**src/rtl/cache_ctrl.sv**
```systemverilog
// Sequencing controller between a CPU request port, a direct-mapped cache array and backing memory.
// Lookup with read-miss refill, write-through with write-allocate, memory timeout, saturating hit/miss stats.
module cache_ctrl #(
   parameter int unsigned ADDR_W  = 32,
   parameter int unsigned DATA_W  = 32,
   parameter int unsigned TIMEOUT = 255,
   parameter int unsigned CNT_W   = 16
) (
   input  logic              clk,
   input  logic              reset,
   input  logic              req_valid,
   output logic              req_ready,
   input  logic              req_we,
   input  logic [ADDR_W-1:0] req_addr,
   input  logic [DATA_W-1:0] req_wdata,
   output logic              resp_valid,
   output logic [DATA_W-1:0] resp_rdata,
   output logic              resp_err,
   output logic [ADDR_W-1:0] cache_address,
   output logic [DATA_W-1:0] cache_data_in,
   output logic              cache_read_write,
   input  logic              cache_hit,
   input  logic [DATA_W-1:0] cache_data_out,
   output logic              mem_req,
   output logic              mem_we,
   output logic [ADDR_W-1:0] mem_addr,
   output logic [DATA_W-1:0] mem_wdata,
   input  logic              mem_ack,
   input  logic [DATA_W-1:0] mem_rdata,
   output logic [CNT_W-1:0]  hit_count,
   output logic [CNT_W-1:0]  miss_count
);

   localparam int unsigned WAIT_W = 10;

   typedef enum logic [2:0] {
      S_IDLE, S_LOOKUP, S_CHECK, S_MEM_RD, S_FILL, S_CWR, S_MEM_WR, S_DONE
   } state_t;

   state_t              state, state_n;
   logic                we_q, we_n;
   logic [ADDR_W-1:0]   addr_q, addr_n;
   logic [DATA_W-1:0]   wdata_q, wdata_n;
   logic [DATA_W-1:0]   word_q, word_n;
   logic [WAIT_W-1:0]   wait_q, wait_n;
   logic                err_q, err_n;
   logic [CNT_W-1:0]    hit_n, miss_n;
   logic                ready_n, resp_valid_n, resp_err_n;
   logic [DATA_W-1:0]   resp_rdata_n, cache_din_n;
   logic                cache_rw_n, mem_req_n, mem_we_n;
   logic                wait_expired;

   assign cache_address = addr_q;
   assign mem_addr      = addr_q;
   assign mem_wdata     = wdata_q;
   assign wait_expired  = (wait_q == WAIT_W'(TIMEOUT - 1));

   // Next-state, datapath and next-output decode; outputs are registered from state_n.
   always_comb begin
      state_n = state;
      we_n    = we_q;
      addr_n  = addr_q;
      wdata_n = wdata_q;
      word_n  = word_q;
      wait_n  = wait_q;
      err_n   = err_q;
      hit_n   = hit_count;
      miss_n  = miss_count;

      case (state)
         S_IDLE: begin
            if (req_valid) begin
               we_n    = req_we;
               addr_n  = req_addr;
               wdata_n = req_wdata;
               word_n  = '0;
               err_n   = 1'b0;
               state_n = S_LOOKUP;
            end
         end
         S_LOOKUP: state_n = S_CHECK;
         S_CHECK: begin
            if (cache_hit) begin
               if (hit_count != '1) hit_n = hit_count + CNT_W'(1);
            end else begin
               if (miss_count != '1) miss_n = miss_count + CNT_W'(1);
            end
            if (we_q) begin
               state_n = S_CWR;
            end else if (cache_hit) begin
               word_n  = cache_data_out;
               state_n = S_DONE;
            end else begin
               wait_n  = '0;
               state_n = S_MEM_RD;
            end
         end
         S_MEM_RD: begin
            if (mem_ack) begin
               word_n  = mem_rdata;
               state_n = S_FILL;
            end else if (wait_expired) begin
               // Timed-out read skips FILL so the cache line is untouched.
               word_n  = '0;
               err_n   = 1'b1;
               state_n = S_DONE;
            end else begin
               wait_n = wait_q + WAIT_W'(1);
            end
         end
         S_FILL: state_n = S_DONE;
         S_CWR: begin
            wait_n  = '0;
            state_n = S_MEM_WR;
         end
         S_MEM_WR: begin
            if (mem_ack) begin
               state_n = S_DONE;
            end else if (wait_expired) begin
               err_n   = 1'b1;
               state_n = S_DONE;
            end else begin
               wait_n = wait_q + WAIT_W'(1);
            end
         end
         S_DONE:  state_n = S_IDLE;
         default: state_n = S_IDLE;
      endcase

      ready_n      = (state_n == S_IDLE);
      resp_valid_n = (state_n == S_DONE);
      resp_err_n   = (state_n == S_DONE) && err_n;
      resp_rdata_n = (state_n == S_DONE) ? word_n : '0;
      cache_rw_n   = (state_n == S_FILL) || (state_n == S_CWR);
      cache_din_n  = (state_n == S_FILL) ? word_n : wdata_n;
      mem_req_n    = (state_n == S_MEM_RD) || (state_n == S_MEM_WR);
      mem_we_n     = (state_n == S_MEM_WR);
   end

   // State register.
   always_ff @(posedge clk or posedge reset) begin
      if (reset) state <= S_IDLE;
      else       state <= state_n;
   end

   // Datapath and registered outputs.
   always_ff @(posedge clk or posedge reset) begin
      if (reset) begin
         we_q             <= 1'b0;
         addr_q           <= '0;
         wdata_q          <= '0;
         word_q           <= '0;
         wait_q           <= '0;
         err_q            <= 1'b0;
         hit_count        <= '0;
         miss_count       <= '0;
         req_ready        <= 1'b1;
         resp_valid       <= 1'b0;
         resp_err         <= 1'b0;
         resp_rdata       <= '0;
         cache_read_write <= 1'b0;
         cache_data_in    <= '0;
         mem_req          <= 1'b0;
         mem_we           <= 1'b0;
      end else begin
         we_q             <= we_n;
         addr_q           <= addr_n;
         wdata_q          <= wdata_n;
         word_q           <= word_n;
         wait_q           <= wait_n;
         err_q            <= err_n;
         hit_count        <= hit_n;
         miss_count       <= miss_n;
         req_ready        <= ready_n;
         resp_valid       <= resp_valid_n;
         resp_err         <= resp_err_n;
         resp_rdata       <= resp_rdata_n;
         cache_read_write <= cache_rw_n;
         cache_data_in    <= cache_din_n;
         mem_req          <= mem_req_n;
         mem_we           <= mem_we_n;
      end
   end

endmodule

```
**config.mk**
```make
export PLATFORM = sky130hd
export DESIGN_NAME = cache_ctrl
export DESIGN_NICKNAME = d
export VERILOG_FILES = /design/src/rtl/cache_ctrl.sv
export SDC_FILE = /design/constraint.sdc
export NUM_CORES = 1
export LEC_CHECK = 0
export ABC_AREA = 1
export ABC_CLOCK_PERIOD_IN_PS = 8470
export BUFFER_PORTS_ARGS = -buffer_cell sky130_fd_sc_hd__buf_2
export CORE_ASPECT_RATIO = 0.6
export CORE_MARGIN = 5
export CORE_UTILIZATION = 35
export CTS_CLUSTER_DIAMETER = 200
export DETAILED_ROUTE_END_ITERATION = 6
export PLACE_DENSITY = 0.64
export SETUP_SLACK_MARGIN = 0.3
export SLEW_MARGIN = 20
export SYNTH_ARGS = -nofsm -noshare
export SYNTH_HDL_FRONTEND = slang
export SYNTH_SLANG_ARGS = --single-unit
```
**constraint.sdc**
```tcl
create_clock -name clk -period 8.47 [get_ports clk]
set_clock_uncertainty 0.05 [all_clocks]
set_input_delay 0 -clock clk [delete_from_list [all_inputs] [get_ports clk]]
set_output_delay 0 -clock clk [all_outputs]
set_load 0.05 [all_outputs]
```
==> results_dict.tcl <==
set metrics [dict create \
    status "finished clean" \
    vias_per_cell 4.75 \
    h-tree-depth 1 \
    synth_cells 1202 \
    port_buffers 331 \
    finalHoldViolations 0 \
    syn-cell-area_um2 10300 \
    path_clk_slew_ps 60 \
    drtPass1Iterations 5 \
    finalCritPeriodShare_pct 39.9 \
    yosysSeqAreaShare_pct 52.0 \
    cts-buffers-inserted 21 \
    avgSynthCellArea_um2 8.54 \
    start_util_pct 35.6 \
    place_congestion 0.926 \
    synth_mux_area_share_pct 3.51 \
    p_sw_uw 3170 \
    p_leak_uw 0.00717 \
    syn_nets 1340 \
    vias 9496 \
    synth-seq-cells 213 \
    synthAdderAreaFrac_pct 0.488 \
    power_frac_seq_pct 27.4 \
    path_delay_family "simple AND/OR/NAND/NOR gates" \
    worstSetupPathType "flip-flop to flip-flop" \
    cp-end-kind "flip-flop" \
    synth_top_family_by_area "simple AND/OR/NAND/NOR gates" \
    post_drt_wl_per_cell_um 17.5 \
    cp_common_cell "nand2_1" \
    cts_root_buf "clkbuf_16" \
    cpPeakStageDelay_ps 900 \
    ir_worst_vdd_mv 0.530 \
    worst_ep_required_time_ps 8860 \
    cellPowerDensity_nw_per_um2 426 \
    grt_max_degree 100 \
    grt_pass1_wl_um 54300 \
    nets 1749 \
    clockPowerShare_pct 15.6 \
    max_freq_mhz 296 \
    tightestPinTransition_ps 1070 \
    rsz0062_at_grt "no" \
    synth-simple-area-share_pct 22.8 \
    drv_slew 0 \
    area_delta_synth_final_pct 36.2 \
    row_count 48 \
    critPathArrivalTime_ps 3770 \
    cp_slowest_cell "nor2_4" \
    setup_violations 0 \
    cp_num_buf_inv 2 \
    comb_power_share_pct 57.0 \
    grt_use_total_pct 20.7 \
    path_cells "inv_1 > ha_1 > inv_1 > nor2_1 > nand3_2 > nand2_1 > nand2_1 > nand3_4 > nor2_4 > nand2_1 > nand2_1" \
    first_global_vias 9337 \
    final_common_cell "buf_2" \
    cts_buffer_depth 3 \
    clkLatencyLatePin_ps 510 \
    ant_nets 0 \
    fill_cells 2678 \
    synth_compound_area_share_pct 8.71 \
    crit_fanout 37 \
    antenna_found_initial 2 \
    ys_types 36 \
    fin_util_pct 48.5 \
    tns_ps 0 \
    maxSlewHeadroom_pct 28.7 \
    cp-start-kind "flip-flop" \
    die_y_um 143 \
    drc 0 \
    die-area_um2 33000 \
    floorplan.core_area_um2 28800 \
    drive_gt1_share_pct 26.3 \
    ios 332 \
    period_minus_slack_ps 3380 \
    drv_cap 0 \
    synth-xor-area-share_pct 2.48 \
    drt-initial-drc-count 674 \
    internal_power_uw 2780 \
    hpwl_um 23900 \
    min_path_type "primary input to flip-flop" \
    clock_sinks 213 \
    routed_wl_um 35000 \
    cts_tree "built" \
    overflow 0 \
    yosys_warnings 0 \
    swShare_pct 53.3 \
    cts_resized 0 \
    die_w_um 231 \
    mostFrequentLayoutCells "buf_2, nand2_1, dfrtp_1" \
]
state kept, by name, indices dropped and copies added (netlist names):
register and flops:
resp_err 1, mem_we 1, mem_req 1, word_q 32, wait_q 10, cache_address 32
mem_wdata 32, req_ready 1, resp_valid 1, state 3, cache_data_in 32, resp_rdata 32
cache_read_write 1, err_q 1, miss_count 16, hit_count 16, we_q 1
final timing paths:
kind / from / to / slack (ps) / cells after the start
min: mem_rdata[22] / cache_data_in[22] / 10 / 7
min reg2reg: miss_count[3] / miss_count[3] / 470 / 1
max reg2reg: wait_q[0] / cache_data_in[16] / 5090 / 11
max in group asynchronous: reset / cache_address[13] / 6170 / 5
min in group asynchronous: reset / hit_count[6] / 80 / 3
max: wait_q[0] / cache_data_in[16] / 5090 / 11
per-layer routing:
| layer | part of all wire [%] | global-route usage, % | wire, µm | vias to the layer above |
|---|---|---|---|---|
| li1 | - | - | - | 4571 |
| met1 | 46 | 29.6 | 16200 | 4555 |
| met2 | 44 | 31.9 | 15500 | 327 |
| met3 | 7.4 | 5.54 | 2580 | 43 |
| met4 | 2.0 | 4.66 | 711 | 0 |
| met5 | 0 | 0 | 0 | - |
metrics by stage:
step                      setup slack [ps]  instances  hold WS, ps  instance area [µm²]  total power (µW)
after detailed placement              5100       1827         87.9                12000              4850
after global placement                5240       1827         81.2                12000              4800
after global routing                  4750       1999         52.7                14000              6300
after floorplan                       2600       1202          100                10300              4120
after CTS                             5070       1997         4.98                14000              5990
final                                 5090       1999         12.6                14000              5960
power by group through the flow:
stage | clock network (µW) | logic, µW | registers [µW]
detailed placement | 0 | 3210 | 1640
CTS | 957 | 3400 | 1630
finish | 929 | 3390 | 1630
floorplan | 0 | 1480 | 2640
global placement | 0 | 3170 | 1630
global route | 996 | 3630 | 1680
cells in the mapped netlist (all sizes together):
cell type	instances	area (µm²)
a31oi	1	6.26
o31ai	1	7.51
xor2	23	201
nor3b	1	7.51
ha	4	50.1
nand3b	2	15.0
buf	63	403
nand4	9	56.3
nand3	92	485
o21bai	32	240
nor2b	33	206
o21ai	89	445
a21oi	34	181
inv	146	548
and2	1	6.26
dfrtp	212	5310
nand2	333	1270
clkbuf	21	78.8
mux2	32	360
nor2	49	206
nor3	15	80.1
or2	1	6.26
o22ai	1	12.5
xnor2	6	52.6
dfstp	1	26.3
timing repair:
item,4_1_cts,5_1_grt
hold endpoints to repair,235,0
hold buffers,136,0
buffers inserted,0,0
worst register-to-register path, stage by stage (launching register included):
cell and delay, ps:
dfrtp_1 440, inv_1 100, ha_1 230, inv_1 60
nor2_1 50, nand3_2 530, nand2_1 130, nand2_1 140
nand3_4 440, nor2_4 900, nand2_1 130, nand2_1 120
cells by family after synthesis:
family | Yosys count
AO/OA/AOI/OAI | 158
XOR/XNOR | 29
adder cells (fa/ha/maj) | 4
buffers and inverters | 230
flip-flops | 213
multiplexers | 32
AND/OR/NAND/NOR | 536
area by class of cell:
type | instances | area (µm²) | area share (%)
multi-input cells | 759 | 3930 | 28.1
diodes | 2 | 5.00 | 0.0358
flip-flops and latches | 213 | 5330 | 38.1
clock inverters | 9 | 101 | 0.725
well taps | 375 | 469 | 3.36
clock buffers | 25 | 551 | 3.94
inverters | 146 | 556 | 3.97
repair buffers | 470 | 3040 | 21.8
(Power assumes the default switching activity.)
